File: config.mk
export PLATFORM = sky130hd
export DESIGN_NAME = spi_slave_core
export DESIGN_NICKNAME = d
export VERILOG_FILES = /design/src/rtl/spi_slave_core.sv
export SDC_FILE = /design/constraint.sdc
export NUM_CORES = 1
export LEC_CHECK = 0
export CAP_MARGIN = 0
export CORE_ASPECT_RATIO = 0.7
export CORE_MARGIN = 2
export CORE_UTILIZATION = 53
export CTS_CLUSTER_SIZE = 28
export DETAILED_ROUTE_END_ITERATION = 10
export GPL_TIMING_DRIVEN = 1
export PLACE_DENSITY = 0.86
export SLEW_MARGIN = 0
export SYNTH_ARGS = -nofsm -noshare
export SYNTH_HDL_FRONTEND = slang
export SYNTH_SLANG_ARGS = --single-unit
File: constraint.sdc
create_clock -name clk -period 1.72 [get_ports clk]
set_input_delay 0.344 -clock clk [delete_from_list [all_inputs] [get_ports clk]]
set_output_delay 0.344 -clock clk [all_outputs]
set_load 0.03 [all_outputs]
File: src/rtl/spi_slave_core.sv
// spi_slave_core
// SPI slave that runs entirely on the system clock. The sclk, mosi and cs_n
// pins are oversampled through synchronisers, so sclk must stay at or below
// clk/4. The core supports all four SPI modes, a configurable word width and
// bit order, and multi-word frames. A one-deep transmit holding buffer feeds
// the outgoing shift word.
//
// Ports:
//   clk, rst      system clock, asynchronous active-high reset
//   sclk          SPI serial clock (asynchronous, oversampled)
//   mosi          SPI data in
//   cs_n          SPI chip select, active low
//   miso          SPI data out (0 while not driven)
//   miso_oe       miso output enable, high while the frame is active
//   tx_data       word offered for transmission
//   tx_valid      tx_data valid
//   tx_ready      holding buffer empty
//   rx_data       last complete received word
//   rx_valid      one-cycle strobe, rx_data updated
//   tx_underrun   one-cycle pulse, a word was loaded with nothing to send
//   frame_abort   one-cycle pulse, cs_n rose in the middle of a word
module spi_slave_core #(
  parameter int DATA_W      = 8,
  parameter int CPOL        = 0,
  parameter int CPHA        = 0,
  parameter int MSB_FIRST   = 1,
  parameter int SYNC_STAGES = 2
) (
  input  logic              clk,
  input  logic              rst,
  input  logic              sclk,
  input  logic              mosi,
  input  logic              cs_n,
  output logic              miso,
  output logic              miso_oe,
  input  logic [DATA_W-1:0] tx_data,
  input  logic              tx_valid,
  output logic              tx_ready,
  output logic [DATA_W-1:0] rx_data,
  output logic              rx_valid,
  output logic              tx_underrun,
  output logic              frame_abort
);

  localparam int              CNT_W    = $clog2(DATA_W);
  localparam logic            IDLE_LVL = (CPOL != 0);
  localparam logic [CNT_W-1:0] LAST_BIT = CNT_W'(DATA_W - 1);

  typedef enum logic {IDLE, ACTIVE} state_t;

  state_t                 state;
  logic [SYNC_STAGES-1:0] sclk_sync;
  logic [SYNC_STAGES-1:0] cs_sync;
  logic [SYNC_STAGES-1:0] mosi_sync;
  logic                   sclk_d;
  logic                   cs_d;
  logic [CNT_W-1:0]       bit_cnt;
  logic [DATA_W-1:0]      rx_shift;
  logic [DATA_W-1:0]      tx_shift;
  logic [DATA_W-1:0]      hold_data;
  logic                   hold_full;

  logic                   sclk_s;
  logic                   cs_s;
  logic                   mosi_s;
  logic                   lead_edge;
  logic                   trail_edge;
  logic                   sample_edge;
  logic                   cs_fall;
  logic                   cs_rise;
  logic [DATA_W-1:0]      rx_next;
  logic [DATA_W-1:0]      tx_shifted;
  logic                   tx_next_bit;
  logic [DATA_W-1:0]      load_word;
  logic                   load_empty;
  logic                   load_point;

  // The pins share one synchroniser depth, so a mosi bit and the sclk edge
  // that samples it stay aligned. The extra sclk_d/cs_d copies feed the edge
  // detectors below.
  always_ff @(posedge clk or posedge rst) begin
    if (rst) begin
      sclk_sync <= {SYNC_STAGES{IDLE_LVL}};
      cs_sync   <= {SYNC_STAGES{1'b1}};
      mosi_sync <= '0;
      sclk_d    <= IDLE_LVL;
      cs_d      <= 1'b1;
    end else begin
      sclk_sync <= {sclk_sync[SYNC_STAGES-2:0], sclk};
      cs_sync   <= {cs_sync[SYNC_STAGES-2:0], cs_n};
      mosi_sync <= {mosi_sync[SYNC_STAGES-2:0], mosi};
      sclk_d    <= sclk_sync[SYNC_STAGES-1];
      cs_d      <= cs_sync[SYNC_STAGES-1];
    end
  end

  assign sclk_s      = sclk_sync[SYNC_STAGES-1];
  assign cs_s        = cs_sync[SYNC_STAGES-1];
  assign mosi_s      = mosi_sync[SYNC_STAGES-1];
  assign lead_edge   = (sclk_d == IDLE_LVL) && (sclk_s != IDLE_LVL);
  assign trail_edge  = (sclk_d != IDLE_LVL) && (sclk_s == IDLE_LVL);
  assign sample_edge = (CPHA != 0) ? trail_edge : lead_edge;
  assign cs_fall     = cs_d && !cs_s;
  assign cs_rise     = !cs_d && cs_s;
  assign tx_ready    = !hold_full;

  // Next-word selection, plus the shift datapaths in the configured bit
  // order. At a load point a full holding buffer takes priority. An empty
  // buffer lets a word offered in the same cycle bypass straight into the
  // shift word. With neither available, zeros are sent and the load is
  // flagged as an underrun.
  always_comb begin
    rx_next     = '0;
    tx_shifted  = '0;
    tx_next_bit = 1'b0;
    load_word   = '0;
    load_empty  = 1'b0;
    if (MSB_FIRST != 0) begin
      rx_next     = {rx_shift[DATA_W-2:0], mosi_s};
      tx_shifted  = {tx_shift[DATA_W-2:0], 1'b0};
      tx_next_bit = tx_shift[DATA_W-2];
    end else begin
      rx_next     = {mosi_s, rx_shift[DATA_W-1:1]};
      tx_shifted  = {1'b0, tx_shift[DATA_W-1:1]};
      tx_next_bit = tx_shift[1];
    end
    if (hold_full) begin
      load_word = hold_data;
    end else if (tx_valid) begin
      load_word = tx_data;
    end else begin
      load_empty = 1'b1;
    end
    load_point = ((state == IDLE) && cs_fall) ||
                 ((state == ACTIVE) && !cs_rise && sample_edge && (bit_cnt == LAST_BIT));
  end

  // Frame control, receive shifting and transmit loading. cs_n rising takes
  // priority over a sample edge in the same cycle. Every load point empties
  // the holding buffer. Either its word was consumed, or a bypassed word was
  // never stored in it, which overrides the accept.
  always_ff @(posedge clk or posedge rst) begin
    if (rst) begin
      state       <= IDLE;
      bit_cnt     <= '0;
      rx_shift    <= '0;
      tx_shift    <= '0;
      hold_data   <= '0;
      hold_full   <= 1'b0;
      miso        <= 1'b0;
      miso_oe     <= 1'b0;
      rx_data     <= '0;
      rx_valid    <= 1'b0;
      tx_underrun <= 1'b0;
      frame_abort <= 1'b0;
    end else begin
      rx_valid    <= 1'b0;
      tx_underrun <= 1'b0;
      frame_abort <= 1'b0;

      if (tx_valid && !hold_full) begin
        hold_full <= 1'b1;
        hold_data <= tx_data;
      end

      case (state)
        IDLE: begin
          miso_oe <= 1'b0;
          miso    <= 1'b0;
          bit_cnt <= '0;
          if (cs_fall) begin
            state    <= ACTIVE;
            miso_oe  <= 1'b1;
            rx_shift <= '0;
          end
        end
        ACTIVE: begin
          if (cs_rise) begin
            state   <= IDLE;
            miso_oe <= 1'b0;
            miso    <= 1'b0;
            bit_cnt <= '0;
            if (bit_cnt != '0) begin
              frame_abort <= 1'b1;
            end
          end else if (sample_edge) begin
            rx_shift <= rx_next;
            tx_shift <= tx_shifted;
            miso     <= tx_next_bit;
            if (bit_cnt == LAST_BIT) begin
              bit_cnt  <= '0;
              rx_data  <= rx_next;
              rx_valid <= 1'b1;
            end else begin
              bit_cnt <= bit_cnt + CNT_W'(1);
            end
          end
        end
        default: state <= IDLE;
      endcase

      if (load_point) begin
        tx_shift    <= load_word;
        miso        <= (MSB_FIRST != 0) ? load_word[DATA_W-1] : load_word[0];
        tx_underrun <= load_empty;
        hold_full   <= 1'b0;
      end
    end
  end

endmodule

==> reports/summary.log <==
qor: logic_synthesis.synth_compound_gate_area_share 11.66%
qor: final_layout.drive_above_1_share 26.67%
qor: logic_synthesis.yosys.area_share.simple 13.88%
qor: logic_synthesis.synth_cells 158
qor: logic_synthesis.synth_top_family_by_area simple AND/OR/NAND/NOR gates
qor: critical_path.worstPathCellList clkdlybuf4s50_1
qor: logic_synthesis.portion_of_netlist_area_occupied_by_mux_cells 9.377%
qor: power_and_ir_drop.netSwitchingPower 0.0007135 W
qor: power_and_ir_drop.power.share.switching 25.21%
qor: global_route.antenna_found_initial 0
qor: critical_path.timing.critical_path.slowest_stage_cell sky130_fd_sc_hd__clkdlybuf4s50_1
qor: detailed_routing.avgViaCountPerCell 5.367
qor: place.dp_hpwl 2.715 mm
qor: critical_path.cp_data_required_time 1.38 ns
qor: power_and_ir_drop.worst_ir_drop_vdd 0.8825 mV
qor: final_layout.sequential_cell_area 0.001205 mm2
qor: logic_synthesis.yosys.area_share.xor_xnor 0%
qor: critical_path.timing.critical_path.slowest_cell_delay 0.67 ns
qor: final_layout.layout_common_cells sky130_fd_sc_hd__dfrtp_1 (45), sky130_fd_sc_hd__clkdlybuf4s50_1 (21), sky130_fd_sc_hd__nand2_1 (20), sky130_fd_sc_hd__mux2_2 (16), sky130_fd_sc_hd__nor2_1 (12)
qor: detailed_routing.drt_drc_violations_left 0
qor: timing.rsz0062_at_grt no
qor: power_and_ir_drop.internal_power 0.002117 W
qor: power_and_ir_drop.comb_power_share 17.6%
qor: timing.final.setup_skew 0.01191 ns
qor: final_layout.fillCellCount 251
qor: clock_network.clock_latency_on_the_worst_skew_pair 0.30 ns
qor: hold_path.timing.hold.worst.class input port to asynchronous set/reset pin
qor: logic_synthesis.synth.ff_latch_count 48
qor: timing.finalWorstPathRequiredPeriod 1.665 ns
qor: power_and_ir_drop.power.share.sequential 49.1%
qor: timing.finalHoldViolations 0
qor: final_layout.antenna_cells 0
qor: timing.finalSetupTns 0 ns
qor: timing.worst_pin_slew 0.3768 ns
qor: clock_network.cts.sinks 48
qor: logic_synthesis.synth_area 0.002028 mm2
qor: timing.max_freq 0.6005 GHz
qor: logic_synthesis.syn-mean-instance-area 12.84 um2
qor: logic_synthesis.synth_sequential_area_ratio 59.41%
qor: power_and_ir_drop.share_clk_of_total_power 33.3%
qor: detailed_routing.detailroute.via_count 1315
qor: global_route.via_count_of_the_first_global_routing_pass 1305
qor: floorplan.number_of_top_level_design_ports 28
qor: global_route.largest_net_degree_at_the_start_of_global_routing 28
qor: floorplan.dieHeight 55.76 um
qor: global_route.grt_usage 18.61%
qor: floorplan.fp.dieArea 0.004346 mm2
qor: place.port_buffers 27
qor: flow_run.maxCapViolations 0
qor: clock_network.clockRootBuffer sky130_fd_sc_hd__clkbuf_8
qor: detailed_routing.detail_route.wl_per_cell 14.99 um
qor: global_route.overflow 0
qor: detailed_routing.dr.pass1.iters 4
qor: critical_path.critPathCaptureType primary output
qor: floorplan.fp.coreArea 0.003603 mm2
qor: global_route.grt_pass1_wl 6.161 mm
qor: timing.finalMaxSlewViolations 0
qor: critical_path.critical_path.startpoint_type register
qor: critical_path.cp.buffers_inverters 1
qor: critical_path.arrival 1.32 ns
qor: detailed_routing.final_wirelength 3.672 mm
qor: final_layout.multiInputGateArea 757.0 um2
qor: logic_synthesis.yosys.area_share.adder 1.851%
qor: final_layout.area_delta_synth_final 24.68%
qor: floorplan.initial_utilization 56.28%
qor: critical_path.setup.worst_path.class register to primary output
qor: clock_network.cts_hold_buf 0
qor: floorplan.row_count 18
qor: clock_network.cts_setup_buffers 0
qor: logic_synthesis.synthesis.yosys.warnings 0
qor: critical_path.path_max_fanout 2
qor: detailed_routing.first_iter_violations 89
qor: logic_synthesis.mappedNetlistNets 175
qor: critical_path.cpLargestDelayFamily buffers and inverters
qor: clock_network.cts.clk_slew.worst_paths 0.09 ns
qor: clock_network.cts-root-to-sink-buffers 2
qor: place.gp_routability_congestion 0.8138
qor: clock_network.clock_tree_from_tritoncts built
qor: power_and_ir_drop.static-leakage-power 1.249 nW
qor: clock_network.h-tree-depth 2
qor: final_layout.num-nets-final 211
qor: timing.timing.slew.headroom 74.80%
qor: final_layout.layout.cells.most_common sky130_fd_sc_hd__dfrtp_1
qor: logic_synthesis.number_of_library_cell_types_mapped_by_synthesis 33
qor: detailed_routing.detail-route-antenna-nets 0
qor: timing.timing.final.crit_share 96.81%
qor: clock_network.clock_buffers_created_by_tritoncts 5
qor: outcome.status finished clean
qor: power_and_ir_drop.p_per_area 1119 mW/mm2
qor: power_and_ir_drop.total_power 0.002831 W
qor: timing.setup-violations-final 0
qor: floorplan.die_width 77.94 um
-- synth_stat cells, drive strengths merged --
cell    instances  area [um2]
nor2b           2       12.51
dfstp           3       78.83
a221oi          6       90.09
nand2b          2       12.51
a22oi           6       45.04
a31oi           1       6.260
o31ai           1       12.51
a22o            3       26.28
nand2          20       75.07
ha              3       37.54
nor3            2       21.27
clkbuf          1       3.750
nor3b           2       26.28
dfrtp          45        1126
inv             6       22.52
a31o            2       26.28
nor2           15       63.81
mux2i           1       10.01
nand4           1       21.27
nand3           7       35.03
and2b           1       7.510
a41o            1       10.01
o21ai           1       5.000
mux2           16       180.2
buf             6       51.30
and2            1       6.260
a21oi           3       15.01
-- kinds of logic (layout without fill, tap and decap cells) --
family          after synthesis  after routing
compound gates               24             24
buf+inv                      13             50
flops                        48             48
mux                          17             17
simple gates                 53             53
fa+ha+maj                     3              3
-- path summary, 6_finish.rpt --
| kind | start | to | slack (ns) | depth (start not counted) |
|---|---|---|---|---|
| setup / recovery | rx_data[3] | rx_data[3] | 0.05 | 1 |
| hold / removal | rst | tx_underrun | 0.26 | 2 |
| setup reg to reg | bit_cnt[0] | tx_shift[4] | 0.09 | 4 |
| hold reg to reg | cs_sync[0] | cs_sync[1] | 0.34 | 0 |
| max in group asynchronous | rst | rx_data[0] | 0.90 | 3 |
| min in group clk | cs_sync[0] | cs_sync[1] | 0.34 | 0 |
-- cell type report --
type	count	area share, %
flip-flops and latches	48	47.65
clock buffers	6	2.870
clock inverters	2	2.375
multi-input cells	97	29.94
well taps	50	2.474
repair buffers	36	13.81
inverters	6	0.8906
-- sequential cells by signal, summed over array words and instances (netlist names), 2 cells and up --
register	cells
sclk_sync	2
tx_shift	7
mosi_sync	2
rx_shift	7
rx_data	8
hold_data	8
bit_cnt	3
cs_sync	2
-- power by group through the flow --
stage                     Sequential [W]  Combinational, W  Clock, W
after CTS                        0.00139          0.000502  0.000961
after floorplan                  0.00140          0.000355         0
after detailed placement         0.00141          0.000504         0
final                            0.00139          0.000498  0.000942
after global placement           0.00140          0.000472         0
after global routing             0.00141          0.000544   0.00103
-- metal layers --
metal | global-route usage (%) | up-vias | routed length, um
met3 | 6.494 | 4 | 185
met4 | 6.516 | 0 | 39
met5 | 0 | - | 0
li1 | - | 625 | -
met2 | 29.31 | 43 | 1815
met1 | 24.11 | 643 | 1632
-- stage by stage --
step                      instance area, um2  hold WS (ns)  utilization, %  setup WS [ns]  std cells
final                                   2529        0.2627           70.17        0.05478        245
after global routing                    2529        0.2692           70.17       0.004480        245
after detailed placement                2374        0.3364           65.87      -0.001570        237
after floorplan                         2028        0.3312               -         0.1766        158
after CTS                               2506        0.2579           69.55        0.02055        245
after global placement                  2374        0.3343           65.87        0.08221        237
-- repair_timing --
action                     in CTS  in global routing
setup endpoints to repair       6                 11
gates resized for setup         2                  6
hold endpoints to repair        0                  0
(Power assumes the default switching activity.)
